<file path="src/rtl/execute_mdu.sv">
// execute_mdu: iterative multiply/divide unit for the execute stage.
// Multiplies by shift-add and divides by restoring division, one bit per cycle,
// over 32 iterations for W variants and XLEN iterations otherwise.
// Define MDU_DIV_EN to build the divider in; without it, func 4-7 complete in
// one cycle with a zero result and mdu_o_illegal raised.
module execute_mdu #(
  parameter int XLEN = 64
) (
  input  logic            clk,
  input  logic            rst_n,
  input  logic            mdu_i_valid,
  output logic            mdu_o_ready,
  input  logic [2:0]      mdu_i_func,
  input  logic            mdu_i_W_instr,
  input  logic [XLEN-1:0] mdu_i_valA,
  input  logic [XLEN-1:0] mdu_i_valB,
  input  logic            mdu_i_flush,
  output logic            mdu_o_valid,
  input  logic            mdu_i_ready,
  output logic [XLEN-1:0] mdu_o_valE,
  output logic            mdu_o_illegal
);

  localparam int CW = 7;
  localparam logic [XLEN-1:0] MASK32 = XLEN'(64'h0000_0000_FFFF_FFFF);

  typedef enum logic [1:0] {IDLE, MUL, DIV, DONE} state_t;
  state_t state, state_next;

  // Sign-extend a 32-bit W result to the full datapath width
  function automatic logic [XLEN-1:0] sext32(input logic [31:0] v);
    return XLEN'($signed(v));
  endfunction

  // Magnitude of an operand, kept within 32 bits for W operations
  function automatic logic [XLEN-1:0] mag(input logic [XLEN-1:0] v, input logic neg, input logic w);
    logic [XLEN-1:0] m;
    m = neg ? (~v + XLEN'(1)) : v;
    return w ? (m & MASK32) : m;
  endfunction

  logic            w_in, sign_a_in, sign_b_in, is_div_in, accept, last;
  logic            mul_neg_a, mul_neg_b, short_op, illegal_in;
  logic [XLEN-1:0] a_in, b_in, short_res, div_res, mul_res;

  // W is only meaningful on a 64-bit datapath
  assign w_in      = (XLEN == 64) && mdu_i_W_instr;
  assign a_in      = w_in ? (mdu_i_valA & MASK32) : mdu_i_valA;
  assign b_in      = w_in ? (mdu_i_valB & MASK32) : mdu_i_valB;
  assign sign_a_in = w_in ? mdu_i_valA[31] : mdu_i_valA[XLEN-1];
  assign sign_b_in = w_in ? mdu_i_valB[31] : mdu_i_valB[XLEN-1];
  assign is_div_in = mdu_i_func[2];
  assign accept    = mdu_i_valid && mdu_o_ready && !mdu_i_flush;
  assign mul_neg_a = sign_a_in && ((mdu_i_func == 3'd1) || (mdu_i_func == 3'd2));
  assign mul_neg_b = sign_b_in && (mdu_i_func == 3'd1);

  logic [2:0]        func_q;
  logic              w_q, mul_neg_q, illegal_q;
  logic [CW-1:0]     cnt;
  logic [2*XLEN-1:0] mcand, prod, prod_next, prod_fix;
  logic [XLEN-1:0]   mplier, val_e;

  assign last = (cnt == (w_q ? CW'(31) : CW'(XLEN-1)));

  // Multiplier step and result selection for the final iteration
  always_comb begin
    prod_next = prod + (mplier[0] ? mcand : '0);
    prod_fix  = mul_neg_q ? -prod_next : prod_next;
    mul_res   = '0;
    if (func_q == 3'd0)
      mul_res = w_q ? sext32(prod_fix[31:0]) : prod_fix[XLEN-1:0];
    else
      mul_res = w_q ? sext32(prod_fix[63:32]) : prod_fix[2*XLEN-1:XLEN];
  end

`ifdef MDU_DIV_EN
  logic              div_signed, div_neg_a, div_neg_b, div_zero, div_ovf;
  logic              quo_neg_q, rem_neg_q, bit_in, ge;
  logic [XLEN-1:0]   min_in, ones_in, a_fix, dvd, sor, rem, quo;
  logic [XLEN-1:0]   rem_next, quo_next, q_fix, r_fix, d_sel;
  logic [XLEN:0]     rem_sh, rem_diff;

  assign div_signed = ~mdu_i_func[0];
  assign div_neg_a  = div_signed && sign_a_in;
  assign div_neg_b  = div_signed && sign_b_in;
  assign min_in     = w_in ? XLEN'(64'h8000_0000) : {1'b1, {(XLEN-1){1'b0}}};
  assign ones_in    = w_in ? MASK32 : '1;
  assign a_fix      = w_in ? sext32(mdu_i_valA[31:0]) : mdu_i_valA;
  assign div_zero   = (b_in == '0);
  assign div_ovf    = div_signed && (a_in == min_in) && (b_in == ones_in);
  assign short_op   = is_div_in && (div_zero || div_ovf);
  assign illegal_in = 1'b0;

  // Zero-divisor and overflow results are known at acceptance
  always_comb begin
    short_res = '0;
    if (div_zero)
      short_res = mdu_i_func[1] ? a_fix : '1;
    else if (div_ovf)
      short_res = mdu_i_func[1] ? '0 : a_fix;
  end

  // Restoring division step plus sign correction for the final iteration
  always_comb begin
    bit_in   = w_q ? dvd[31] : dvd[XLEN-1];
    rem_sh   = {rem, bit_in};
    rem_diff = rem_sh - {1'b0, sor};
    ge       = ~rem_diff[XLEN];
    rem_next = ge ? rem_diff[XLEN-1:0] : rem_sh[XLEN-1:0];
    quo_next = (quo << 1) | XLEN'(ge);
    q_fix    = quo_neg_q ? -quo_next : quo_next;
    r_fix    = rem_neg_q ? -rem_next : rem_next;
    d_sel    = func_q[1] ? r_fix : q_fix;
    div_res  = w_q ? sext32(d_sel[31:0]) : d_sel;
  end

  // Divider operand and partial-result registers
  always_ff @(posedge clk) begin
    if (!rst_n) begin
      dvd       <= '0;
      sor       <= '0;
      rem       <= '0;
      quo       <= '0;
      quo_neg_q <= 1'b0;
      rem_neg_q <= 1'b0;
    end else if (accept) begin
      dvd       <= mag(a_in, div_neg_a, w_in);
      sor       <= mag(b_in, div_neg_b, w_in);
      rem       <= '0;
      quo       <= '0;
      quo_neg_q <= div_neg_a ^ div_neg_b;
      rem_neg_q <= div_neg_a;
    end else if (!mdu_i_flush && state == DIV) begin
      dvd <= dvd << 1;
      rem <= rem_next;
      quo <= quo_next;
    end
  end
`else
  assign short_op   = is_div_in;
  assign short_res  = '0;
  assign div_res    = '0;
  assign illegal_in = is_div_in;
`endif

  // State register with synchronous reset
  always_ff @(posedge clk) begin
    if (!rst_n) state <= IDLE;
    else        state <= state_next;
  end

  // Next-state logic; flush wins over everything
  always_comb begin
    state_next = state;
    if (mdu_i_flush) begin
      state_next = IDLE;
    end else begin
      case (state)
        IDLE:     if (mdu_i_valid) state_next = short_op ? DONE : (is_div_in ? DIV : MUL);
        MUL, DIV: if (last) state_next = DONE;
        DONE:     if (mdu_i_ready) state_next = IDLE;
        default:  state_next = IDLE;
      endcase
    end
  end

  // Handshake and status outputs decoded from the state
  always_comb begin
    mdu_o_ready   = (state == IDLE);
    mdu_o_valid   = (state == DONE);
    mdu_o_illegal = (state == DONE) && illegal_q;
  end

  assign mdu_o_valE = val_e;

  // Operation latch, multiplier iteration and result register
  always_ff @(posedge clk) begin
    if (!rst_n) begin
      func_q    <= '0;
      w_q       <= 1'b0;
      mul_neg_q <= 1'b0;
      cnt       <= '0;
      mcand     <= '0;
      mplier    <= '0;
      prod      <= '0;
      val_e     <= '0;
      illegal_q <= 1'b0;
    end else if (accept) begin
      func_q    <= mdu_i_func;
      w_q       <= w_in;
      mul_neg_q <= mul_neg_a ^ mul_neg_b;
      cnt       <= '0;
      mcand     <= {{XLEN{1'b0}}, mag(a_in, mul_neg_a, w_in)};
      mplier    <= mag(b_in, mul_neg_b, w_in);
      prod      <= '0;
      illegal_q <= illegal_in;
      if (short_op) val_e <= short_res;
    end else if (!mdu_i_flush && state == MUL) begin
      cnt    <= cnt + CW'(1);
      mcand  <= mcand << 1;
      mplier <= mplier >> 1;
      prod   <= prod_next;
      if (last) val_e <= mul_res;
    end else if (!mdu_i_flush && state == DIV) begin
      cnt <= cnt + CW'(1);
      if (last) val_e <= div_res;
    end
  end

endmodule

</file>
<file path="config.mk">
export PLATFORM = sky130hd
export DESIGN_NAME = execute_mdu
export DESIGN_NICKNAME = d
export VERILOG_FILES = /design/src/rtl/execute_mdu.sv
export SDC_FILE = /design/constraint.sdc
export NUM_CORES = 2
export LEC_CHECK = 0
export ABC_AREA = 1
export CAP_MARGIN = 20
export CORE_MARGIN = 8
export CORE_UTILIZATION = 35
export CTS_CLUSTER_DIAMETER = 200
export CTS_CLUSTER_SIZE = 28
export DETAILED_ROUTE_END_ITERATION = 16
export GPL_TIMING_DRIVEN = 0
export SYNTH_ARGS = -nofsm -noshare
export SYNTH_HDL_FRONTEND = slang
export SYNTH_SLANG_ARGS = --single-unit
</file>
<file path="constraint.sdc">
create_clock -name clk -period 7 [get_ports clk]
set_input_delay 2.1 -clock clk [delete_from_list [all_inputs] [get_ports clk]]
set_output_delay 2.1 -clock clk [all_outputs]
set_load 0.05 [all_outputs]
</file>
==> metrics.md <==
| Metric | Value |
|---|---|
| Status | finished, final reports clean |
| Die Ht | 361 um |
| Synth unique cells | 58 |
| Synthesized Nets | 8243 |
| Synth Cell Area | between 0.04 and 0.05 mm2 |
| Global-route wire length before repair | 348000 um |
| Synth Area in Adders | 4.14% |
| Core area | 0.118 mm2 |
| Slowest cell on crit path | ha_1 |
| Setup crit start | mplier[0] |
| Gr ovfl total | 0 |
| Final WS setup | 0.111 ns |
| Total CTS buffers | 18 |
| CTS Hold Bufs | 0 |
| Root buf cell | clkbuf_16 |
| Worst Max-Slew Pin Slew | 1.19 ns |
| Synth-to-layout area growth | 11.0% |
| DP HPWL | approximately 220000 um |
| Hold Crit Start | mdu_o_valE[7] |
| CTS tree | built |
| Syn Area/Cell | 5.22 um2 |
| Setup Skew | 0.0495 ns |
| Predominant post-synthesis flop cell | dfxtp_1 |
| # H-tree levels | 1 |
| Initial drt markers | 5754 |
| Pwr/cell area | 136 mW/mm2 |
| Final hold violations | 0 |
| Period utilization | 98.4% |
| Share of cells above drive strength 1 | 3.28% |
| Largest stage delay on the critical path | 0.47 ns |
| Cell mode on critical path | nand2_1 |
| Die Area | 0.130 mm2 |
| Flops & latches, synth | 398 |
| Top-area cell type share of the netlist area | 28.7% |
| First-pass DRT Iterations | 9 |
| Ports | 204 |
| # setup viols final | 0 |
| Wire per inst | 25.7 um |
| Pin count of the biggest net entering global routing | 29 |
| Final WL | 251000 um |
| Remaining DRCs | 0 |
| Arrival time of the worst setup path | 7.36 ns |
| Post-synthesis cell count | 7969 |
| Standard-cell rows | between 100 and 150 |
| Routed Antenna Nets | 0 |
| Fmax | 145 MHz |
| Proportion of synthesized area in mux cells | 0% |
| Yosys top cell by area | nand2_1 |
| Yosys warns | 0 |
| Gpl congestion | 1.08 |
| Max VDD drop | 0.000173 V |
| Critical path data required time | 7.47 ns |
| Async SR Flop Fraction | 0% |
| RSZ-0062 raised after global routing | false |
| Initial core utilization | 35.3% |
| Die width | between 300 and 400 um |
| Post-synthesis simple-gate area fraction | 45.7% |
| Via Count | 52400 |
| Register area share after synthesis | 19.1% |
| CTS max path bufs | 3 |
| Cell Count, Final, Fillers Out | 9745 |
| Worst R2R Start | mplier[0] |
| Setup Buffers After CTS | 0 |
| Pre-CTS WS | -0.421 ns |
| Slew Viols, Final | 0 |
| CP Capture Type | flip-flop |
| Crit start category | flip-flop |
| Post-synth EDFFs | 0 |
| Hold Path Class | flip-flop to flip-flop |
| Final Power | 6.27 mW |
| Max-Cap Viols | 0 |
| Combinational family with the most area after synthesis | simple AND/OR/NAND/NOR gates |
| GRT Total Usage | roughly 37% |
| # port buffers | about 200 |
| Final nets | ~8500 |
| Synth top area cells | nand2_1, dfxtp_1, inv_1 |
| Clk_lat worst skew | 0.62 ns |
| Post-synthesis xor/xnor area fraction | 1.97% |
| CP Class | flip-flop to flip-flop |
| Relative slew margins | 20.9% |
| TritonCTS sink count | 398 |
| Vias in the first global route | around 49000 |
| Clock slew at reported path FFs | 0.12 ns |
| Vias/cell | 5.38 |
| Min Hold Slack | 0.474 ns |
| Critical Path Fanout Max | 10 |
| Crit path time final | 6.89 ns |
| Placed insts | approximately 9700 |
| Worst R2R Setup Slack | 0.11 ns |
| Compound-Gate Fraction of Synth Area | 13.4% |
| Number of antenna violations at the first check in global routing | 16 |
| Fin Setup TNS | 0 ns |
| Leakage | between 20 and 30 nW |
-- routing by layer --
layer / GRT usage [%] / part of all wire [%]
met1: 44.1 / 40
met2: 60.4 / 45
met3: 5.72 / 7.4
met4: 23.4 / 8.0
met5: 0 / 0.021
-- flip-flops by register name, indices dropped and copies added, names as in the netlist --
name,count
mul_neg_q,1
w_q,1
state,2
mplier,64
func_q,3
prod,128
cnt,7
mdu_o_valE,64
mcand,128
-- through the flow --
| step | utilization (%) | cell area, um2 |
|---|---|---|
| after CTS | 39.1 | 46200 |
| after global placement | 38.6 | 45600 |
| after global routing | 39.1 | 46200 |
| after floorplan | - | 41600 |
| after detailed placement | 38.7 | 45600 |
| final | 39.1 | 46200 |
-- kinds of logic (layout without fill, tap and decap cells) --
logic type,Yosys count,after routing
AO/OA/AOI/OAI,968,968
XOR/XNOR,93,93
buffers and inverters,1713,1941
adder cells (fa/ha/maj),137,137
AND/OR/NAND/NOR,4660,4660
flip-flops,398,398
other,0,12
-- placed cells by master, fill, tap and decap left out, drive strengths merged, types with 2 or more instances in the layout --
master	instances
or2	26
nor4	20
inv	1470
nor2	794
o41ai	3
o21ai	290
nand2	3238
and2	7
diode	12
ha	136
o211ai	142
a41oi	3
nand3	429
clkbuf	204
o22ai	5
a31o	2
o221ai	3
dfxtp	398
a21boi	2
a31oi	68
a22oi	33
a221oi	2
nor3	56
o31ai	7
a21o	3
o21a	3
xor2	75
xnor2	18
o21bai	23
a21oi	374
nand3b	19
clkinv	9
o221a	2
buf	55
clkdlybuf4s50	203
nand4	69
-- cell type report --
class,instances,area [um2]
clock inverters,1,20.0
inverters,1478,5550
flip-flops and latches,398,7970
multi-input cells,5858,27200
plain buffers,235,946
well taps,1536,1920
fillers,13900,71900
clock buffers,20,489
repair buffers,207,2100
diodes,12,30.0
-- final timing paths --
| kind | endpoint | cells past startpoint |
|---|---|---|
| setup reg to reg | mdu_o_valE[58] | 28 |
| hold / removal | mdu_o_valE[7] | 2 |
| setup / recovery | mdu_o_valE[58] | 28 |
| hold reg to reg | mdu_o_valE[7] | 2 |
-- synth_stat cells, types with 69 or more instances --
master       n
o21ai_0    275
dfxtp_1    398
o211ai_1   142
xor2_1      74
nand4_1     69
ha_1       136
clkbuf_1   184
nand2_1   3183
nor2_1     732
a21oi_1    372
nand3_1    406
inv_1     1451
-- where the power goes --
part	switching (mW)	total, mW	internal [mW]
Clock	0.865	1.37	0.510
Combinational	1.81	2.47	0.660
Sequential	0.0662	2.43	2.36
-- what timing repair did --
item | CTS | global route
pin swaps | 0 | 0
resized for setup | 2 | 9
endpoints found under the setup margin | 12 | 10
-- critical path: cells and delay by family, from the launching register on --
kind            cells  cell delay [ns]
simple gates       19             3.27
fa+ha+maj           1             0.47
compound gates      4             1.26
buf+inv             4             1.30
flops               1             0.40
Note: power is estimated with default switching activity, not from simulation.
